===== src/rtl/udm_uart_rx_if.sv =====
// Signal bundle between the UDM UART receiver and its surroundings.
// The master side drives the serial line and configuration; the slave side returns bytes and status.
interface udm_uart_rx_if #(
    parameter int DIV_WIDTH = 32
);
    logic                 rx_i;
    logic [DIV_WIDTH-1:0] divider_i;
    logic [1:0]           cfg_i;
    logic                 rx_done_o;
    logic [7:0]           rx_data_o;
    logic                 perr_o;
    logic                 ferr_o;
    logic                 busy_o;

    modport master (
        output rx_i, divider_i, cfg_i,
        input  rx_done_o, rx_data_o, perr_o, ferr_o, busy_o
    );

    modport slave (
        input  rx_i, divider_i, cfg_i,
        output rx_done_o, rx_data_o, perr_o, ferr_o, busy_o
    );
endinterface


===== src/rtl/udm_uart_rx.sv =====
// UART receive front end of the UDM debug bridge: 8N1/8E1/8O1 with runtime bit-period divider.
// Optional macro UDM_UART_RX_MAJORITY_EN enables a 2-of-3 vote around every sample point.
module udm_uart_rx #(
    parameter int DIV_WIDTH = 32,
    parameter int MIN_DIV   = 4
) (
    input  logic         clk_i,
    input  logic         rst_i,
    udm_uart_rx_if.slave bus
);

    // state    | meaning
    // S_IDLE   | line idle, waiting for a synchronized falling edge
    // S_START  | half a bit in, confirming the start bit
    // S_DATA   | sampling 8 data bits, LSB first
    // S_PARITY | sampling the parity bit (8E1/8O1 only)
    // S_STOP   | sampling the stop bit
    // S_BREAK  | framing error seen, waiting for the line to return high
    typedef enum logic [2:0] {
        S_IDLE, S_START, S_DATA, S_PARITY, S_STOP, S_BREAK
    } state_t;

    localparam logic [DIV_WIDTH-1:0] MIN_D = DIV_WIDTH'(MIN_DIV);
    localparam logic [DIV_WIDTH-1:0] ONE   = DIV_WIDTH'(1);

    state_t               state, state_nxt;
    logic                 rx_meta, rx_sync, rx_prev;
    logic [DIV_WIDTH-1:0] cnt, d_lat, d_new, h_new;
    logic [1:0]           cfg_lat;
    logic [7:0]           shreg;
    logic [2:0]           bit_idx;
    logic                 par_err;
    logic                 fall, active, tick, decide, bit_val, parity_en;
    logic                 start_load, shift_en, par_en, done_set, ferr_set, busy;
    logic                 rx_done_r, perr_r, ferr_r;
    logic [7:0]           rx_data_r;

    assign d_new     = (bus.divider_i < MIN_D) ? MIN_D : bus.divider_i;
    assign h_new     = d_new >> 1;
    assign fall      = rx_prev & ~rx_sync;
    assign active    = (state == S_START) || (state == S_DATA) ||
                       (state == S_PARITY) || (state == S_STOP);
    assign tick      = active && (cnt == '0);
    assign parity_en = cfg_lat[0] ^ cfg_lat[1];

`ifdef UDM_UART_RX_MAJORITY_EN
    logic s_early, s_mid, pend;

    // The counter reloads on expiry as usual; only the decision lags by one cycle.
    always_ff @(posedge clk_i or posedge rst_i) begin
        if (rst_i) begin
            s_early <= 1'b1;
            s_mid   <= 1'b1;
            pend    <= 1'b0;
        end else begin
            pend <= tick;
            if (active && (cnt == ONE))
                s_early <= rx_sync;
            if (tick)
                s_mid <= rx_sync;
        end
    end

    assign decide  = pend;
    assign bit_val = (s_early & s_mid) | (s_early & rx_sync) | (s_mid & rx_sync);
`else
    assign decide  = tick;
    assign bit_val = rx_sync;
`endif

    always_ff @(posedge clk_i or posedge rst_i) begin
        if (rst_i)
            state <= S_IDLE;
        else
            state <= state_nxt;
    end

    always_comb begin
        state_nxt = state;
        case (state)
            S_IDLE:   if (fall) state_nxt = S_START;
            S_START:  if (decide) state_nxt = bit_val ? S_IDLE : S_DATA;
            S_DATA:   if (decide && (bit_idx == 3'd7))
                          state_nxt = parity_en ? S_PARITY : S_STOP;
            S_PARITY: if (decide) state_nxt = S_STOP;
            S_STOP:   if (decide) state_nxt = bit_val ? S_IDLE : S_BREAK;
            S_BREAK:  if (rx_sync) state_nxt = S_IDLE;
            default:  state_nxt = S_IDLE;
        endcase
    end

    always_comb begin
        start_load = (state == S_IDLE) && fall;
        shift_en   = (state == S_DATA) && decide;
        par_en     = (state == S_PARITY) && decide;
        done_set   = (state == S_STOP) && decide && bit_val;
        ferr_set   = (state == S_STOP) && decide && !bit_val;
        busy       = (state != S_IDLE);
    end

    always_ff @(posedge clk_i or posedge rst_i) begin
        if (rst_i) begin
            rx_meta   <= 1'b1;
            rx_sync   <= 1'b1;
            rx_prev   <= 1'b1;
            cnt       <= '0;
            d_lat     <= MIN_D;
            cfg_lat   <= '0;
            shreg     <= '0;
            bit_idx   <= '0;
            par_err   <= 1'b0;
            rx_data_r <= '0;
            rx_done_r <= 1'b0;
            perr_r    <= 1'b0;
            ferr_r    <= 1'b0;
        end else begin
            rx_meta   <= bus.rx_i;
            rx_sync   <= rx_meta;
            rx_prev   <= rx_sync;
            rx_done_r <= done_set;
            perr_r    <= done_set & par_err;
            ferr_r    <= ferr_set;

            // Divider and format are frozen for the whole frame at start detection.
            if (start_load) begin
                cnt     <= h_new - ONE;
                d_lat   <= d_new;
                cfg_lat <= bus.cfg_i;
                bit_idx <= '0;
                par_err <= 1'b0;
            end else if (tick) begin
                cnt <= d_lat - ONE;
            end else if (active) begin
                cnt <= cnt - ONE;
            end

            if (shift_en) begin
                shreg   <= {bit_val, shreg[7:1]};
                bit_idx <= bit_idx + 3'd1;
            end

            if (par_en)
                par_err <= bit_val ^ (^shreg) ^ cfg_lat[1];

            if (done_set)
                rx_data_r <= shreg;
        end
    end

    assign bus.rx_done_o = rx_done_r;
    assign bus.rx_data_o = rx_data_r;
    assign bus.perr_o    = perr_r;
    assign bus.ferr_o    = ferr_r;
    assign bus.busy_o    = busy;

endmodule


===== src/flat_wrapper.sv =====
// flat-port wrapper written by rule: the top's interface ports become plain ports
module udm_uart_rx_flat 
#(
    parameter int DIV_WIDTH = 32,
    parameter int MIN_DIV   = 4
)
  (clk_i, rst_i, bus_rx_i, bus_divider_i, bus_cfg_i, bus_rx_done_o, bus_rx_data_o, bus_perr_o, bus_ferr_o, bus_busy_o);
  udm_uart_rx_if #(.DIV_WIDTH(DIV_WIDTH)) bus_i ();
  input  logic clk_i;
  input  logic rst_i;
  input wire logic [$bits(bus_i.rx_i)-1:0] bus_rx_i;
  input wire logic [$bits(bus_i.divider_i)-1:0] bus_divider_i;
  input wire logic [$bits(bus_i.cfg_i)-1:0] bus_cfg_i;
  output wire logic [$bits(bus_i.rx_done_o)-1:0] bus_rx_done_o;
  output wire logic [$bits(bus_i.rx_data_o)-1:0] bus_rx_data_o;
  output wire logic [$bits(bus_i.perr_o)-1:0] bus_perr_o;
  output wire logic [$bits(bus_i.ferr_o)-1:0] bus_ferr_o;
  output wire logic [$bits(bus_i.busy_o)-1:0] bus_busy_o;
  assign bus_i.rx_i = bus_rx_i;
  assign bus_i.divider_i = bus_divider_i;
  assign bus_i.cfg_i = bus_cfg_i;
  assign bus_rx_done_o = bus_i.rx_done_o;
  assign bus_rx_data_o = bus_i.rx_data_o;
  assign bus_perr_o = bus_i.perr_o;
  assign bus_ferr_o = bus_i.ferr_o;
  assign bus_busy_o = bus_i.busy_o;
  udm_uart_rx #(.DIV_WIDTH(DIV_WIDTH), .MIN_DIV(MIN_DIV)) u_core (.clk_i(clk_i), .rst_i(rst_i), .bus(bus_i));
endmodule

===== config.mk =====
export PLATFORM = sky130hd
export DESIGN_NAME = udm_uart_rx_flat
export DESIGN_NICKNAME = d
export VERILOG_FILES = /design/src/rtl/udm_uart_rx_if.sv /design/src/rtl/udm_uart_rx.sv /design/src/flat_wrapper.sv
export SDC_FILE = /design/constraint.sdc
export NUM_CORES = 1
export LEC_CHECK = 0
export BUFFER_PORTS_ARGS = -buffer_cell sky130_fd_sc_hd__buf_2
export CELL_PAD_IN_SITES_DETAIL_PLACEMENT = 0
export CELL_PAD_IN_SITES_GLOBAL_PLACEMENT = 1
export CORE_MARGIN = 5
export CORE_UTILIZATION = 30
export CTS_CLUSTER_DIAMETER = 120
export DETAILED_ROUTE_END_ITERATION = 16
export PLACE_DENSITY = 0.62
export SLEW_MARGIN = 40
export SYNTH_ARGS = -nofsm -noshare
export SYNTH_HDL_FRONTEND = slang
export SYNTH_SLANG_ARGS = --single-unit
export TNS_END_PERCENT = 5

===== constraint.sdc =====
create_clock -name clk_i -period 5.85 [get_ports clk_i]
set_input_delay 0.585 -clock clk_i [delete_from_list [all_inputs] [get_ports clk_i]]
set_output_delay 0.585 -clock clk_i [all_outputs]
set_load 0.03 [all_outputs]

# Word-level counts from Yosys, hierarchy flattened
# Index checks and enable logic that the tools add are counted.
[op_classes]
mux = 18
n_addsub = 4
order_cmp = 1
n_bitwise = 6
eq_ne = 12
n_reduce_logical = 20
[op_table]
columns = ["op", "n"]
rows = [
  ["32-bit two-way mux", 4],
  ["32-bit by 1-bit subtractor with 32-bit output (second input constant)", 2],
  ["32-bit logical NOT", 1],
  ["32-bit by 3-bit < comparator with 1-bit output (second input constant)", 1],
  ["31-bit by 1-bit subtractor with 32-bit output (second input constant)", 1],
  ["3-bit two-way mux", 10],
  ["3-bit one-hot mux with 6 select lines", 1],
  ["2-bit by 1-bit != test with 1-bit output (second input constant)", 6],
  ["3-bit == test (second input constant)", 3],
  ["1-bit logical AND", 8],
  ["8-bit parity", 1],
  ["3-bit by 2-bit == test with 1-bit output (second input constant)", 2],
  ["6-bit AND reduction", 1],
  ["3-bit nonzero test", 2],
  ["2-bit nonzero test", 2],
  ["3-bit by 1-bit adder with 3-bit output (second input constant)", 1],
  ["3-bit by 1-bit == test with 1-bit output (second input constant)", 1],
  ["3-bit logical NOT", 1],
  ["1-bit logical OR", 3],
  ["1-bit bitwise XOR", 3],
  ["1-bit bitwise AND", 2],
  ["1-bit two-way mux", 2],
  ["2-bit two-way mux", 1],
  ["1-bit logical NOT", 1],
  ["1-bit inverter", 1],
]
[word_totals]
reg_bits = 95
output_inout_bits = 12
word_cells = 75

# Depth between registers and ports, before layout
# Gate-level depths: netlist of the first run.
[logic_depth]
word_depth = 8
mapped_depth = 12
depth_no_buf = 10

# Worst setup path after synthesis of the first run
# OpenSTA, ideal clock, no wires.
[synth_path]
path_type = "flip-flop to flip-flop"
start = "reg u_core.state[0]"
end = "reg u_core.cnt[31]"
synth_period_minus_slack_ns = 3.101
arrival_time_ns = 3.015
path_slack_ns = 2.749
path_buffers = 2
stages_incl_launch_ff = 12
required_time_ns = 5.763
setup_time_ns = 0.087
cell_sequence = "dfrtp_1 -> nor3_4 -> inv_2 -> nor2_2 -> buf_2 -> mux2_1 -> a21oi_1 -> nand4_1 -> or3_1 -> buf_2 -> o41a_1 -> a211oi_2"
[synth_via]
elab_chain_len = 7
elab_cells_between_ends = 13
classes_between = "4 x eq/ne; 2 x mux; 7 x reduce/logical"
[synth_rtl]
columns = ["item", "line_no", "text"]
rows = [
  ["from (decl)", "udm_uart_rx.sv:26", "state_t state, state_nxt;"],
  ["from (signal assigned)", "udm_uart_rx.sv:75", "state <= state_nxt;"],
  ["3-bit by 1-bit == test with 1-bit output / 3-bit by 2-bit == test with 1-bit output (equally long branches)", "udm_uart_rx.sv:41", "assign active = (state == S_START) || (state == S_DATA) ||"],
  ["1-bit logical OR (2 in series)", "udm_uart_rx.sv:41", ""],
  ["1-bit logical OR", "udm_uart_rx.sv:42", "(state == S_PARITY) || (state == S_STOP);"],
  ["1-bit logical AND", "udm_uart_rx.sv:43", "assign tick = active && (cnt == '0);"],
  ["32-bit two-way mux", "udm_uart_rx.sv:131", "end else if (tick) begin"],
  ["32-bit two-way mux", "udm_uart_rx.sv:125", "if (start_load) begin"],
  ["to (signal assigned)", "udm_uart_rx.sv:126", "cnt <= h_new - ONE;"],
  ["to (signal assigned)", "udm_uart_rx.sv:132", "cnt <= d_lat - ONE;"],
  ["to (signal assigned)", "udm_uart_rx.sv:134", "cnt <= cnt - ONE;"],
  ["to (decl)", "udm_uart_rx.sv:28", "logic [DIV_WIDTH-1:0] cnt, d_lat, d_new, h_new;"],
]
# Several ways; a longest one is shown, not always the timed one.
# A chain may end at the register's enable or synchronous reset.

# Worst setup path after layout of the first run
# Same ends and word-level chain as after synthesis.

==> key figures, run 1 <==
Route
  • WL per Instance: 18.8 um
  • DRT antenna net count: 0
  • Detailed Route WL: 15,700 um
  • Drt first pass iters: 5
  • Vias per cell: 5.37
  • Iteration-0 DRC Markers: 419
  • Vias: 4,498
  • DRC Markers: 0

Worst setup path
  • Worst Setup Path Type: reg2reg
  • R2R Path End: u_core.cnt[31]
  • CP Max Fanout: 14
  • CP Data Required Time: 6.13 ns
  • Worst R2R Path Depth: 12
  • Worst setup path end: u_core.cnt[31]
  • CP startpoint kind: register
  • Setup crit end kind: register
  • Arr. time, crit path: 4.61 ns
  • R2R Setup Slk: 1.52 ns
  • CP Launch Point: u_core.state[0]
  • R2R Path Start: u_core.state[0]

Floorplanning
  • Initial Util: 30.4%
  • Core area: 17,200 um2
  • Die area: 20,200 um2
  • DIE WIDTH: 142 um
  • Boundary Pins: 49
  • Die height: 142 um
  • Row count: 48

Yosys
  • #FFs+latches synth: 95
  • Area leader, netlist: dfrtp_1
  • Synth Warn #: 0
  • Commonest cells post-synth: nand2_1 (117), dfrtp_1 (91), o21ai_0 (39)
  • Asr flop ratio synth: 100%
  • Top-count cell post-synth: nand2_1
  • Largest cells by area after synthesis: dfrtp_1 (43%), nand2_1 (8.4%), o21ai_0 (3.7%), mux2_2 (3.7%), xnor2_1 (3.0%)
  • Syn avg cell area: 9.19 um2
  • EDFF count, synth: 0
  • Post-Syn Instances: 570
  • Sequential area share after synthesis: 45.5%
  • Ys flop type: dfrtp_1
  • Post-Syn Nets: 610
  • Synth unique cells: 70
  • Synth top area share: 43.5%
  • Synthesized cell area: 5240 um2

CTS
  • Clock transition at the registers of the reported paths: 0.08 ns
  • Number of gates resized after cts: 0
  • TritonCTS clock tree: done
  • H-tree depth: 3
  • Root buf cell: clkbuf_16
  • CTS sink count: 95
  • Maximum root-to-sink buffer count: 2
  • CTS buffer count: 9
  • Post-CTS setup buffer count: 0
  • Worst-skew pair later-pin latency: 0.37 ns
  • Cts hold-fix bufs: 0

STA
  • Worst relative slew slack: 49.5%
  • Final Max Tran Viols: 0
  • Layout Skew: 0.0115 ns
  • Least-Margin Pin Slew: 0.753 ns
  • Shortest period the worst path allows: 4.33 ns
  • Setup TNS: 0 ns
  • Fmax: 231 MHz
  • Setup violations, final: 0
  • Final hold violation count: 0
  • Unrepaired setup endpoints after global routing: no
  • Final period utilization: 74.1%

Hold path
  • Hold Path Class: in2async

Place
  • Hpwl dp: 11,300 um
  • DP Area: 5730 um2
  • Routability-driven placement congestion ratio: 0.899
  • IO buf count: 48

Cells and area
  • Area grow syn2layout: 15.1%
  • Final instance area: 6030 um2
  • FILL cells: 1,782
  • Layout Utilization: 35.0%
  • Fraction of layout cells with a size suffix above 1: 20.2%
  • Ant diodes: 0
  • Nets@finish: 648

Global routing
  • First-pass GRT wire length: 24,900 um
  • Largest net degree at the start of global routing: 52
  • Overflow after GRT: 0
  • Vias in the first global route: 4,435
  • Gr usage total: 16.0%
  • Initial antenna violation count: 0

Flow run
  • Max Cap Violations: 0

Pwr
  • PD cells: 480 nW/um2
  • Peak VDD IR: 271 uV
  • P_leak: 2.72 nW

Outcome
  • Status: complete, no violations
## cells in the final DEF, fill, tap and decap left out, drive strengths merged, types with 4 or more instances in the layout
cell	synthesis	layout
nand2	118	118
mux2	18	18
and3	17	17
mux2i	5	5
o31ai	11	11
or2	4	4
buf	17	59
inv	10	14
a21o	12	12
nand2b	4	4
nor3	20	20
nand3	14	14
xnor2	18	18
nand4	9	9
dfrtp	91	91
nor4	20	20
or4	4	4
o21ai	44	44
a21boi	4	4
dfstp	4	4
a221oi	11	11
clkbuf	15	9
a21oi	24	24
nor2	23	23
xor2	7	7
or3	6	6
## sequential cells by signal, indices dropped and copies added (netlist names)
signal                flops
u_core.shreg              8
u_core.bit_idx            3
u_core.rx_meta            1
u_core.state              3
u_core.bus.perr_o         1
u_core.d_lat             32
u_core.par_err            1
u_core.cnt               32
u_core.rx_prev            1
u_core.bus.ferr_o         1
u_core.bit_val            1
u_core.bus.rx_data_o      8
u_core.bus.rx_done_o      1
u_core.cfg_lat            2
## power breakdown
group	switching, mW	internal, mW
Combinational	0.724	0.454
Sequential	0.226	0.881
Clock	0.302	0.303
Total	1.25	1.64
## area by class of cell
cell class,count,area (um2),share of cell area (%)
Multi-Input combinational cell,433,2700,44.8
Sequential cell,95,2380,39.5
Clock inverter,7,73.8,1.22
Inverter,10,40.0,0.664
Timing Repair Buffer,59,327,5.42
Clock buffer,9,225,3.74
Tap cell,225,282,4.67
## critical path, cell delays in order (launching register included)
cell and delay, ns:
dfrtp_1 0.54, nor3_4 0.34, buf_4 0.25, inv_2 0.13, nand2_1 0.18, nor4_4 0.06, buf_4 0.18, buf_6 0.15
a221oi_1 0.55, nand4_1 0.59, or3_1 0.62, o41a_1 0.45, a211oi_2 0.20
## per-stage QoR
step / cells / power, mW / hold slack (ns) / setup slack, ns
6_report: 838 / 2.89 / 0.275 / 1.52
5_1_grt: 838 / 3.10 / 0.299 / 1.26
4_1_cts: 838 / 2.90 / 0.300 / 1.58
3_5_place_dp: 822 / 2.29 / 0.347 / 1.60
3_3_place_gp: 820 / 2.26 / 0.347 / 1.84
2_1_floorplan: 570 / 1.95 / 0.345 / 2.75
## layer usage
layer	track usage (%)	wire length [um]	up-vias
li1	-	-	2137
met1	22.1	7380	2242
met2	25.0	7300	102
met3	3.36	794	17
met4	5.30	259	0
met5	0	0	-
## logic make-up after synthesis
kind of cell    share of synthesized area [%]
flops                                    45.5
compound gates                           17.8
fa+ha+maj                               0.717
buf+inv                                  3.42
simple gates                             23.5
mux                                      4.83
xor+xnor                                 4.18
## how the worst min path moves through the flow
stage | slack (ns) | start | end
floorplan | 0.35 | u_core.rx_meta | u_core.bit_val
global placement | 0.35 | u_core.rx_meta | u_core.bit_val
detailed placement | 0.35 | u_core.rx_meta | u_core.bit_val
CTS | 0.30 | rst_i | u_core.par_err
global route | 0.30 | bus_rx_i | u_core.rx_meta
finish | 0.27 | rst_i | u_core.shreg[4]
No activity file was read; power rests on OpenSTA's default activity.
==> inputs of run 2 (changes only) <==
- ABC_AREA: not set -> 1
- PLACE_DENSITY: 0.62 -> 0.66
- clock period: 5.85 -> 4.4 ns (I/O delays scaled with it)
==> key figures, run 2 <==
Yosys
  • Post-Syn Instances: 884
  • Synth Area in XOR/XNOR: 1.51%
  • Post-Syn Nets: 924
  • EDFF count, synth: 0
  • #FFs+latches synth: 95
  • Synth Area in Compound Gates: 7.74%
  • Ys flop type: dfrtp_1
  • Sequential area share after synthesis: 41.2%
  • Area leader, netlist: dfrtp_1
  • Synth unique cells: 37
  • Syn avg cell area: 6.54 um2
  • Synth top area share: 39.4%
  • Synthesized cell area: 5780 um2
  • Synth Warn #: 0
  • Top-count cell post-synth: nand2_1
  • Largest family of logic cells by synthesized area: simple AND/OR/NAND/NOR gates
  • Proportion of synthesized area in mux cells: 0%
  • Synth Area in Simple Gates: 38.5%
  • Asr flop ratio synth: 100%
  • Post-Synth Adder-Cell Area: 0.649%
  • Commonest cells post-synth: nand2_1 (327), nor2_1 (118), inv_1 (112)
  • Largest cells by area after synthesis: dfrtp_1 (39%), nand2_1 (21%), nor2_1 (7.7%), inv_1 (7.3%), nand3_1 (6.7%)

CTS
  • CTS sink count: 95
  • Cts hold-fix bufs: 0
  • Worst-skew pair later-pin latency: 0.36 ns
  • H-tree depth: 3
  • Root buf cell: clkbuf_16
  • TritonCTS clock tree: done
  • Maximum root-to-sink buffer count: 2
  • Number of gates resized after cts: 0
  • Post-CTS setup buffer count: 0
  • Clock transition at the registers of the reported paths: 0.08 ns
  • CTS buffer count: 9

Route
  • Drt first pass iters: 5
  • Vias: 5,306
  • DRC Markers: 0
  • WL per Instance: 13.7 um
  • Detailed Route WL: 16,300 um
  • Iteration-0 DRC Markers: 281
  • DRT antenna net count: 0
  • Vias per cell: 4.46

Floorplanning
  • Row count: 50
  • Core area: 18,800 um2
  • Die height: 149 um
  • Boundary Pins: 49
  • Die area: 22,200 um2
  • DIE WIDTH: 149 um
  • Initial Util: 30.7%

Hold path
  • Worst Min Path Start: bus_rx_i
  • Hold Path Class: in2reg
  • Worst hold path cell count: 1
  • Hold path endpoint: u_core.rx_meta

Cells and area
  • Commonest non-fill, non-tap cell in the layout: nand2_1
  • FILL cells: 2,076
  • Final instance area: 6600 um2
  • Largest regs: u_core.cnt: 32 flops, u_core.d_lat: 32 flops
  • Ant diodes: 0
  • Area grow syn2layout: 14.0%
  • Nets@finish: 964
  • Fraction of layout cells with a size suffix above 1: 11.6%
  • Most frequent cells in the layout: nand2_1 (327), nor2_1 (117), inv_1 (111), dfrtp_1 (91), nand3_1 (76)
  • Layout Utilization: 35.0%

Global routing
  • Overflow after GRT: 0
  • Gr usage total: 15.3%
  • Vias in the first global route: 5,058
  • Met2 Track Usage GR: 23.7%
  • First-pass GRT wire length: 26,800 um
  • Met1 Use GR: 22.3%
  • Most Used Layer, Global Route: met2
  • Initial antenna violation count: 0
  • Met3 Track Usage GR: 2.49%
  • Largest net degree at the start of global routing: 73

STA
  • Final period utilization: 74.4%
  • Setup violations, final: 0
  • Setup TNS: 0 ns
  • Shortest period the worst path allows: 3.28 ns
  • Final Max Tran Viols: 0
  • Unrepaired setup endpoints after global routing: no
  • Layout Skew: 0.00830 ns
  • Fmax: 305 MHz
  • Final hold violation count: 0
  • Worst relative slew slack: 47.4%
  • Least-Margin Pin Slew: 0.787 ns

Worst setup path
  • Setup crit end kind: register
  • R2R Setup Slk: 1.12 ns
  • R2R Path End: u_core.cnt[16]
  • R2R Path Start: u_core.state[2]
  • Arr. time, crit path: 3.58 ns
  • Worst Setup Path Type: reg2reg
  • CP Launch Point: u_core.state[2]
  • CP Max Fanout: 18
  • CP Data Required Time: 4.71 ns
  • Worst R2R Path Depth: 16
  • CP startpoint kind: register

Place
  • Routability-driven placement congestion ratio: 0.844
  • Hpwl dp: 12,100 um
  • DP Area: 6300 um2
  • IO buf count: 48

Pwr
  • PD cells: 601 nW/um2
  • Int Pwr: 2.13 mW
  • Clock network power share: 20.5%
  • Peak VDD IR: 241 uV
  • Switching Share: 46.3%
  • P_leak: 3.56 nW
  • Combinational power share: 45.5%
  • Net Sw Power: 1.83 mW
  • Flop pwr share: 34.0%

Outcome
  • Status: complete, no violations

Flow run
  • Max Cap Violations: 0
-- run 2: area by class of cell --
class	instances	area (um2)	share of cell area, %
tap	260	325	4.93
timing repair buffer	58	315	4.78
sequential	95	2380	36.1
clock buffer	9	225	3.41
clock inverter	7	68.8	1.04
multi-input combinational	639	2820	42.7
inverter	121	460	6.98
-- run 2: worst max-delay path by stage --
stage / to
after floorplan: u_core.bit_idx[0]
after global placement: u_core.cnt[16]
after detailed placement: u_core.cnt[16]
after CTS: u_core.cnt[16]
after global routing: u_core.cnt[16]
final: u_core.cnt[16]
-- run 2: cells by family after synthesis --
group,Yosys count
AND/OR/NAND/NOR,548
buffers and inverters,150
AO/OA/AOI/OAI,78
flip-flops,95
adder cells (fa/ha/maj),3
XOR/XNOR,10
-- run 2: stage by stage --
stage	std cells	setup WS [ns]	power, mW	hold WS, ns
after detailed placement	1173	1.17	3.17	0.355
after CTS	1189	1.17	4.01	0.168
after floorplan	884	1.49	2.70	0.345
final	1189	1.12	3.96	0.184
after global routing	1189	0.862	4.33	0.176
after global placement	1173	1.18	3.17	0.358
-- run 2: power groups by stage --
stage | combinational, mW | clock [mW] | sequential, mW
final | 1.80 | 0.810 | 1.35
after global routing | 2.08 | 0.865 | 1.39
after detailed placement | 1.81 | 0 | 1.36
after floorplan | 1.39 | 0 | 1.31
after global placement | 1.80 | 0 | 1.36
after CTS | 1.82 | 0.839 | 1.35
-- run 2: critical path: stages (launching register included) --
cell and delay [ns]:
dfrtp_1 0.44, inv_2 0.11, nor2_1 0.08, a21oi_2 0.14, nand2_2 0.28, nand3_1 0.20
nand2_1 0.08, a21oi_2 0.20, ha_1 0.20, nand3_1 0.12, nor2_1 0.15, nand3_1 0.13
nor2_1 0.63, inv_1 0.13, o21ai_1 0.14, nand3_1 0.09, nand2_1 0.08
-- run 2: routing by layer --
metal,vias to the layer above,share of wire (%),routed length [um]
met5,-,0,0
met4,0,1.1,181
met3,13,3.3,536
met2,83,44,7120
met1,2409,52,8500
li1,2801,-,-
==> inputs of run 3 (changes only) <==
- clock period: 4.4 -> 3.3 ns (I/O delays scaled with it)
==> key figures, run 3 (synthesis gave the netlist of run 2 again) <==
Outcome
  • Status: complete, no violations

CTS
  • Maximum root-to-sink buffer count: 2
  • CTS buffer count: 9
  • CTS sink count: 95
  • Post-CTS setup buffer count: 0
  • Cts hold-fix bufs: 0
  • Worst-skew pair later-pin latency: 0.36 ns
  • H-tree depth: 3
  • Root buf cell: clkbuf_16
  • Number of gates resized after cts: 0
  • TritonCTS clock tree: done
  • Clock transition at the registers of the reported paths: 0.08 ns

Worst setup path
  • Worst Setup Path Type: reg2reg
  • R2R Setup Slk: 0.45 ns
  • Arr. time, crit path: 3.10 ns
  • Worst R2R Path Depth: 12
  • CP startpoint kind: register
  • R2R Path End: u_core.cnt[28]
  • Setup crit end kind: register
  • CP Data Required Time: 3.55 ns
  • R2R Path Start: u_core.bit_val
  • CP Max Fanout: 55

STA
  • Worst relative slew slack: 50.8%
  • Setup TNS: 0 ns
  • Hold WS: 0.0201 ns
  • Least-Margin Pin Slew: 0.734 ns
  • Final hold violation count: 0
  • Fmax: 351 MHz
  • Final period utilization: 86.4%
  • Setup violations, final: 0
  • Unrepaired setup endpoints after global routing: no
  • Layout Skew: 0.0109 ns
  • Shortest period the worst path allows: 2.85 ns
  • Final Max Tran Viols: 0

Route
  • Drt first pass iters: 6
  • DRT antenna net count: 0
  • Detailed Route WL: 16,400 um
  • WL per Instance: 13.8 um
  • Iteration-0 DRC Markers: 324
  • Vias per cell: 4.50
  • Vias: 5,355
  • DRC Markers: 0

Global routing
  • Initial antenna violation count: 0
  • First-pass GRT wire length: 26,800 um
  • Gr usage total: 15.2%
  • Largest net degree at the start of global routing: 56
  • Vias in the first global route: 5,119
  • Overflow after GRT: 0

Floorplanning
  • Die height: 149 um
  • Die area: 22,200 um2
  • Boundary Pins: 49
  • Core area: 18,800 um2
  • DIE WIDTH: 149 um
  • Initial Util: 30.7%
  • Row count: 50

Cells and area
  • Most frequent cells in the layout: nand2_1 (327), nor2_1 (116), inv_1 (111), dfrtp_1 (91), nand3_1 (76)
  • Multi-input logic area: 2820 um2
  • Final instance area: 6640 um2
  • Fraction of layout cells with a size suffix above 1: 11.7%
  • Commonest non-fill, non-tap cell in the layout: nand2_1
  • Largest regs: u_core.cnt: 32 flops, u_core.d_lat: 32 flops
  • FF/Latch Area: 2380 um2
  • Nets@finish: 965
  • Area grow syn2layout: 14.8%
  • Ant diodes: 0
  • FILL cells: 2,105

Pwr
  • PD cells: 798 nW/um2
  • Total power draw: 5.30 mW
  • Peak VDD IR: 319 uV
  • P_leak: 3.57 nW

Flow run
  • Max Cap Violations: 0

Place
  • Hpwl dp: 12,200 um
  • DP Area: 6340 um2
  • IO buf count: 48
  • Routability-driven placement congestion ratio: 0.858

Hold path
  • Hold Path Class: in2async
[run 3: cell count changes in the layout (fill, tap and decap cells not counted), sizes merged]
| cell | change |
|---|---|
| clkbuf | +1 |
| buf | +1 |
| inv | -1 |
[run 3: critical path, cell delays in order, from the launching register on]
cell and delay [ns]:
dfstp_2 0.60, inv_1 0.13, nand3_4 0.19, buf_4 0.47
nor2_1 0.13, inv_1 0.10, nand2_1 0.10, nor2_1 0.10
nand3_1 0.21, nor2_1 0.37, nand4_1 0.15, nand3_1 0.12
nand2_1 0.05
[run 3: final cells by class]
| type | count | share of cell area (%) |
|---|---|---|
| flip-flops and latches | 95 | 35.9 |
| clock buffers | 10 | 3.60 |
| multi-input cells | 639 | 42.5 |
| well taps | 260 | 4.90 |
| inverters | 121 | 6.91 |
| repair buffers | 59 | 5.43 |
| clock inverters | 6 | 0.829 |
[run 3: worst max-delay path by stage]
stage	depth (start not counted)	startpoint	slack, ns	to
3_5_place_dp	17	bus_divider_i[18]	0.08	u_core.cnt[16]
5_1_grt	15	u_core.bit_val	0.20	u_core.cnt[16]
2_1_floorplan	1	rst_i	0.50	u_core.bit_idx[0]
6_report	12	u_core.bit_val	0.45	u_core.cnt[28]
3_3_place_gp	17	bus_divider_i[18]	0.11	u_core.cnt[16]
4_1_cts	15	u_core.bit_val	0.20	u_core.cnt[16]
[run 3: per-stage QoR]
| stage | std cells | worst slack [ns] | utilization [%] |
|---|---|---|---|
| finish | 1190 | 0.449 | 35.3 |
| global route | 1190 | 0.199 | 35.3 |
| CTS | 1190 | 0.198 | 35.2 |
| detailed placement | 1174 | 0.0758 | 33.7 |
| global placement | 1174 | 0.110 | 33.7 |
| floorplan | 884 | 0.500 | - |
[run 3: power breakdown]
group	internal, mW	switching (mW)	total [mW]
clock network	0.551	0.522	1.07
logic	0.771	1.66	2.43
registers	1.56	0.245	1.80
[run 3: per-layer routing]
layer  share of wire, %  global-route usage [%]  routed length, um
met1                 51                    21.8               8380
met2                 44                    23.9               7220
met3                3.7                    2.49                608
met4                1.3                    4.12                211
met5                  0                       0                  0
